===== src/rtl/addsub_pkg.sv =====
// Shared definitions for the pipelined add/subtract unit: op encoding and the
// width-independent control part of a pipeline beat.
package addsub_pkg;

    localparam logic OP_ADD = 1'b0;
    localparam logic OP_SUB = 1'b1;

    // Operand-width-dependent fields are appended by addsub_pipe, which knows N.
    typedef struct packed {
        logic valid;
        logic op;
        logic sgn;
        logic sat;
        logic carry;
    } beat_ctrl_t;

endpackage


===== src/rtl/addsub_slice.sv =====
// Combinational CW-bit ripple adder slice with carry in and carry out.
module addsub_slice #(
    parameter int CW = 4
) (
    input  logic [CW-1:0] a,
    input  logic [CW-1:0] b,
    input  logic          cin,
    output logic [CW-1:0] sum,
    output logic          cout
);

    always_comb begin
        {cout, sum} = {1'b0, a} + {1'b0, b} + {{CW{1'b0}}, cin};
    end

endmodule


===== src/rtl/addsub_pipe.sv =====
// Pipelined N-bit add/subtract with the carry chain split over STAGES cycles.
// Optional saturation is enabled by defining ADDSUB_PIPE_SAT_EN.
module addsub_pipe
    import addsub_pkg::*;
#(
    parameter int N      = 8,
    parameter int STAGES = 2
) (
    input  logic         clk,
    input  logic         rst,
    input  logic         in_valid,
    output logic         in_ready,
    input  logic [N-1:0] a,
    input  logic [N-1:0] b,
    input  logic         op,
    input  logic         sgn,
`ifdef ADDSUB_PIPE_SAT_EN
    input  logic         sat,
`endif
    output logic         out_valid,
    input  logic         out_ready,
    output logic [N:0]   s,
    output logic         ovf,
    output logic         neg,
    output logic         zero
);

    localparam int CW = N / STAGES;

    typedef struct packed {
        beat_ctrl_t ctrl;
        logic [N:0] sum;
        logic [N:0] opa;
        logic [N:0] opb;
    } beat_t;

    beat_t         stage_q [STAGES];
    beat_t         stage_d [STAGES];
    beat_t         src     [STAGES];
    beat_t         in_beat;
    logic [CW-1:0] slice_sum  [STAGES];
    logic          slice_cout [STAGES];
    logic [N:0]    a_ext;
    logic [N:0]    b_ext;
    logic [N:0]    res;
    logic          adv;
    logic          ovf_raw;

    assign adv      = !stage_q[STAGES-1].ctrl.valid || out_ready;
    assign in_ready = adv;

    // Subtraction is folded into the operands: invert b here, carry-in of 1.
    always_comb begin
        a_ext   = sgn ? {a[N-1], a} : {1'b0, a};
        b_ext   = sgn ? {b[N-1], b} : {1'b0, b};
        in_beat = '0;
        if (in_valid) begin
            in_beat.ctrl.valid = 1'b1;
            in_beat.ctrl.op    = op;
            in_beat.ctrl.sgn   = sgn;
`ifdef ADDSUB_PIPE_SAT_EN
            in_beat.ctrl.sat   = sat;
`else
            in_beat.ctrl.sat   = 1'b0;
`endif
            in_beat.ctrl.carry = (op == OP_SUB);
            in_beat.opa        = a_ext;
            in_beat.opb        = (op == OP_SUB) ? ~b_ext : b_ext;
        end
    end

    always_comb begin
        src[0] = in_beat;
        for (int k = 1; k < STAGES; k++) begin
            src[k] = stage_q[k-1];
        end
    end

    for (genvar k = 0; k < STAGES; k++) begin : g_slice
        addsub_slice #(.CW(CW)) u_slice (
            .a    (src[k].opa[k*CW +: CW]),
            .b    (src[k].opb[k*CW +: CW]),
            .cin  (src[k].ctrl.carry),
            .sum  (slice_sum[k]),
            .cout (slice_cout[k])
        );
    end

    // Each stage resolves its own slice; the last one also produces the sign bit.
    always_comb begin
        for (int k = 0; k < STAGES; k++) begin
            stage_d[k] = stage_q[k];
            if (adv) begin
                stage_d[k]                    = src[k];
                stage_d[k].sum[k*CW +: CW]    = slice_sum[k];
                stage_d[k].ctrl.carry         = slice_cout[k];
                if (k == STAGES - 1) begin
                    stage_d[k].sum[N] = src[k].opa[N] ^ src[k].opb[N] ^ slice_cout[k];
                end
                if (!src[k].ctrl.valid) begin
                    stage_d[k] = '0;
                end
            end
        end
    end

    always_ff @(posedge clk) begin
        if (rst) begin
            for (int k = 0; k < STAGES; k++) begin
                stage_q[k] <= '0;
            end
        end else begin
            stage_q <= stage_d;
        end
    end

    always_comb begin
        out_valid = stage_q[STAGES-1].ctrl.valid;
        ovf_raw   = stage_q[STAGES-1].ctrl.sgn
                    ? (stage_q[STAGES-1].sum[N] ^ stage_q[STAGES-1].sum[N-1])
                    : stage_q[STAGES-1].sum[N];
        res       = stage_q[STAGES-1].sum;
`ifdef ADDSUB_PIPE_SAT_EN
        // The true sign of an overflowed signed result is still s[N].
        if (stage_q[STAGES-1].ctrl.sat && ovf_raw) begin
            if (!stage_q[STAGES-1].ctrl.sgn) begin
                res = (stage_q[STAGES-1].ctrl.op == OP_SUB) ? '0 : {1'b0, {N{1'b1}}};
            end else begin
                res = stage_q[STAGES-1].sum[N] ? {2'b11, {(N-1){1'b0}}}
                                               : {2'b00, {(N-1){1'b1}}};
            end
        end
`endif
        s    = res;
        ovf  = out_valid && ovf_raw;
        neg  = out_valid && res[N];
        zero = out_valid && (res == '0);
    end

endmodule


===== config.mk =====
export PLATFORM = sky130hd
export DESIGN_NAME = addsub_pipe
export DESIGN_NICKNAME = d
export VERILOG_FILES = /design/src/rtl/addsub_pkg.sv /design/src/rtl/addsub_slice.sv /design/src/rtl/addsub_pipe.sv
export SDC_FILE = /design/constraint.sdc
export NUM_CORES = 1
export LEC_CHECK = 0
export BUFFER_PORTS_ARGS = -buffer_cell sky130_fd_sc_hd__buf_2
export CORE_ASPECT_RATIO = 0.8
export CORE_MARGIN = 2
export CORE_UTILIZATION = 40
export CTS_CLUSTER_DIAMETER = 120
export CTS_CLUSTER_SIZE = 30
export DETAILED_ROUTE_END_ITERATION = 10
export PLACE_DENSITY = 0.7
export SLEW_MARGIN = 5
export SYNTH_ARGS = -nofsm -noshare
export SYNTH_HDL_FRONTEND = slang
export SYNTH_HIERARCHICAL = 1
export SYNTH_SLANG_ARGS = --single-unit

===== constraint.sdc =====
create_clock -name clk -period 2.8 [get_ports clk]
set_input_delay 0.14 -clock clk [delete_from_list [all_inputs] [get_ports clk]]
set_output_delay 0.14 -clock clk [all_outputs]
set_load 0.02 [all_outputs]

==> metrics.yaml <==
status:
  run_status: "completed"
hold_path:
  hold_path_end: "src[13]"
  hold_start: "a[4]"
  holdPathStages: 3
  hp-class: "primary input to flip-flop"
sta:
  rsz0062_at_grt: "no"
  period_minus_slack_ns: 1.92
  max_freq_ghz: 0.521
  setup_slack_ns: 0.880
  worst_pin_slew_ns: 0.563
  fin_crit_sh: 0.686
  setup_viol_count_final: 0
  slew_violations: 0
  hold_viol: 0
  tns_ns: 0
  whs_ns: 0.114
  relSlewSlack: 0.625
  finClkSkew_ns: 0.0113
logic_synthesis:
  synth_area_um2: 1650
  yosys.area.top_type_share: 0.339
  avgSynthCellArea_um2: 8.48
  synthCells: 195
  synthFlopType: "dfxtp_1"
  yosysTopAreaCell: "dfxtp_1"
  synth_cell_types: 34
  async_reset_ff_frac: 0
  synthTopCellsByArea: "dfxtp_1 34%, a21oi_1 7.3%, nand3_1 7.0%"
  yosys-top-cells-count: "28 x dfxtp_1, 28 x nand2_1, 24 x a21oi_1"
  ys_warn_count: 6
  syn-num-nets: 227
  yosysSeqAreaShare: 0.339
  synth_edf_count: 0
  ys_ff_latch: 28
clocking:
  cts-root-buf: "clkbuf_8"
  cts_tree: "yes"
  clkTransAtPathRegs_ns: 0.10
  holdBufCountCts: 0
  post-cts-setup-buffer-count: 0
  cts_resized: 0
  clk_latency_ns: 0.29
  htreeDepth: 1
  numCtsBuffers: 3
  cts.sinks: 28
  clockBufferDepth: 2
grt:
  track_usage: 0.141
  grt_pass1_vias: 1071
  antenna_found_initial: 0
  grt_pass1_wl_mm: 4.93
  grt_max_degree: 30
  grt-ovfl-total: 0
floorplan:
  die_y_um: 61.5
  ios: 36
  start_util: 0.426
  dieWidth_um: 75.9
  std_cell_rows: 20
  die_area_um2: 4670
  core_area_um2: 3880
setup_path:
  reg2reg_to: "s[8]"
  slowest_delay_ns: 0.45
  crit_path_end_kind: "flip-flop"
  crit_fanout: 2
  crit_chain: "fa_1 > inv_1 > fa_1 > nor2b_1 > o21ai_0 > nand2b_1 > xnor2_1 > xnor2_1 > a31o_2"
  ff2ff_setup_slack_ns: 0.88
  crit_path_start_kind: "flip-flop"
  crit_required_ns: 2.99
  critPathArrivalTime_ns: 2.11
  critPathKind: "flip-flop to flip-flop"
  crit_slowest_cell: "fa_1"
  reg2reg_depth: 9
  reg2reg_from: "src[13]"
placement:
  place_ws_ns: 0.827
  place.gp.congestion: 0.784
  place_area_um2: 1720
  place.port_buffers: 35
  post-dp-hpwl_mm: 2.15
routing:
  drtAntennaViolNets: 0
  routed_via_density: 4.63
  finalWirelength_mm: 3.06
  drc: 0
  drt_iter0_drc: 87
  routed-via-count: 1242
  drtPass1Iterations: 4
  wl_per_cell_um: 11.4
final_layout:
  area_growth_pct: 8.55
  drive_gt1_frac: 0.235
  layout.nets: 246
  n_antenna_cell: 0
  finish.instance_area_um2: 1800
power_and_ir_drop:
  power_leakage_nw: 0.765
  p_seq_frac: 0.482
  powerDensity_nw_per_um2: 494
  power_frac_clock: 0.366
  combPwrFrac: 0.151
  swShare: 0.249
  finalPower_mw: 0.887
  p_int_mw: 0.666
  switching_power_mw: 0.221
  ir_worst_vdd_mv: 0.184
job:
  max_cap_violations: 0
[cells by family (layout without fill, tap and decap cells)]
logic type | Yosys count | in the layout | share of synthesized area
DFF | 28 | 28 | 0.339
xor gates and xnor gates | 15 | 15 | 0.0794
buffers and inverters | 31 | 49 | 0.130
and+or+nand+nor | 76 | 76 | 0.234
adders and majority gates | 10 | 10 | 0.0938
AOI/OAI and AO/OA | 35 | 35 | 0.123
[per-stage QoR]
stage / utilization / instances
floorplan: - / 195
global placement: 0.445 / 264
detailed placement: 0.445 / 264
CTS: 0.463 / 268
global route: 0.463 / 268
finish: 0.463 / 268
[sequential cells by signal, summed over array words and instances, names as in the netlist]
name and cells:
stage_q 1, out_valid 1, src 17, s 9
[power by group through the flow]
| stage | combinational, mW | clock [mW] | sequential [mW] |
|---|---|---|---|
| final | 0.134 | 0.325 | 0.428 |
| after global routing | 0.154 | 0.345 | 0.431 |
| after CTS | 0.136 | 0.329 | 0.428 |
| after detailed placement | 0.134 | 0 | 0.437 |
| after global placement | 0.132 | 0 | 0.437 |
| after floorplan | 0.111 | 0 | 0.433 |
[metal layers]
metal / track usage / up-vias / share of wire / routed length (um)
met4: 0.0376 / 0 / 0.0062 / 19
li1: - / 672 / - / -
met2: 0.206 / 33 / 0.39 / 1190
met3: 0.0409 / 2 / 0.050 / 154
met5: 0 / - / 0 / 0
met1: 0.202 / 535 / 0.55 / 1690
[worst max-delay path by stage]
stage                         end    start  slack (ns)
final                        s[8]  src[13]        0.88
after global routing         s[8]  src[13]        0.79
after CTS                    s[8]  src[13]        0.87
after detailed placement  src[27]       op        0.83
after global placement    src[27]       op        0.88
after floorplan              s[8]  src[13]        0.98
[cell usage in the layout (no fill, tap or decap)]
master,instances
a21oi_2,4
nor3b_1,1
a31o_2,1
nor2b_1,2
buf_2,35
a21boi_0,1
a21oi_1,24
fa_1,4
nand4_1,1
and2_2,2
bufinv_16,1
inv_2,1
ha_1,6
nand3_1,23
buf_4,1
nand2b_1,2
and2_1,9
xor2_1,8
nor2_1,3
xnor2_1,7
nor2b_4,1
inv_1,8
nand2_1,28
o21ai_0,2
a21o_1,2
clkbuf_8,3
nor4_1,2
and3b_1,1
o211ai_1,1
and4b_2,1
dfxtp_1,28
[layout make-up]
class | count | area [um^2]
Clock buffer | 3 | 41.3
Clock inverter | 1 | 30.0
Fill cell | 416 | 2080
Inverter | 9 | 33.8
Multi-Input combinational cell | 136 | 878
Sequential cell | 28 | 561
Tap cell | 55 | 68.8
Timing Repair Buffer | 36 | 183
[worst max-delay path: cells and delay by family, from the launching register on]
family                   cells  cell delay, ns
adder cells (fa/ha/maj)      2            0.64
AO/OA/AOI/OAI                2            0.36
flip-flops                   1            0.34
XOR/XNOR                     2            0.25
AND/OR/NAND/NOR              2            0.14
buffers and inverters        1            0.08
Note: power is estimated with default switching activity, not from simulation.
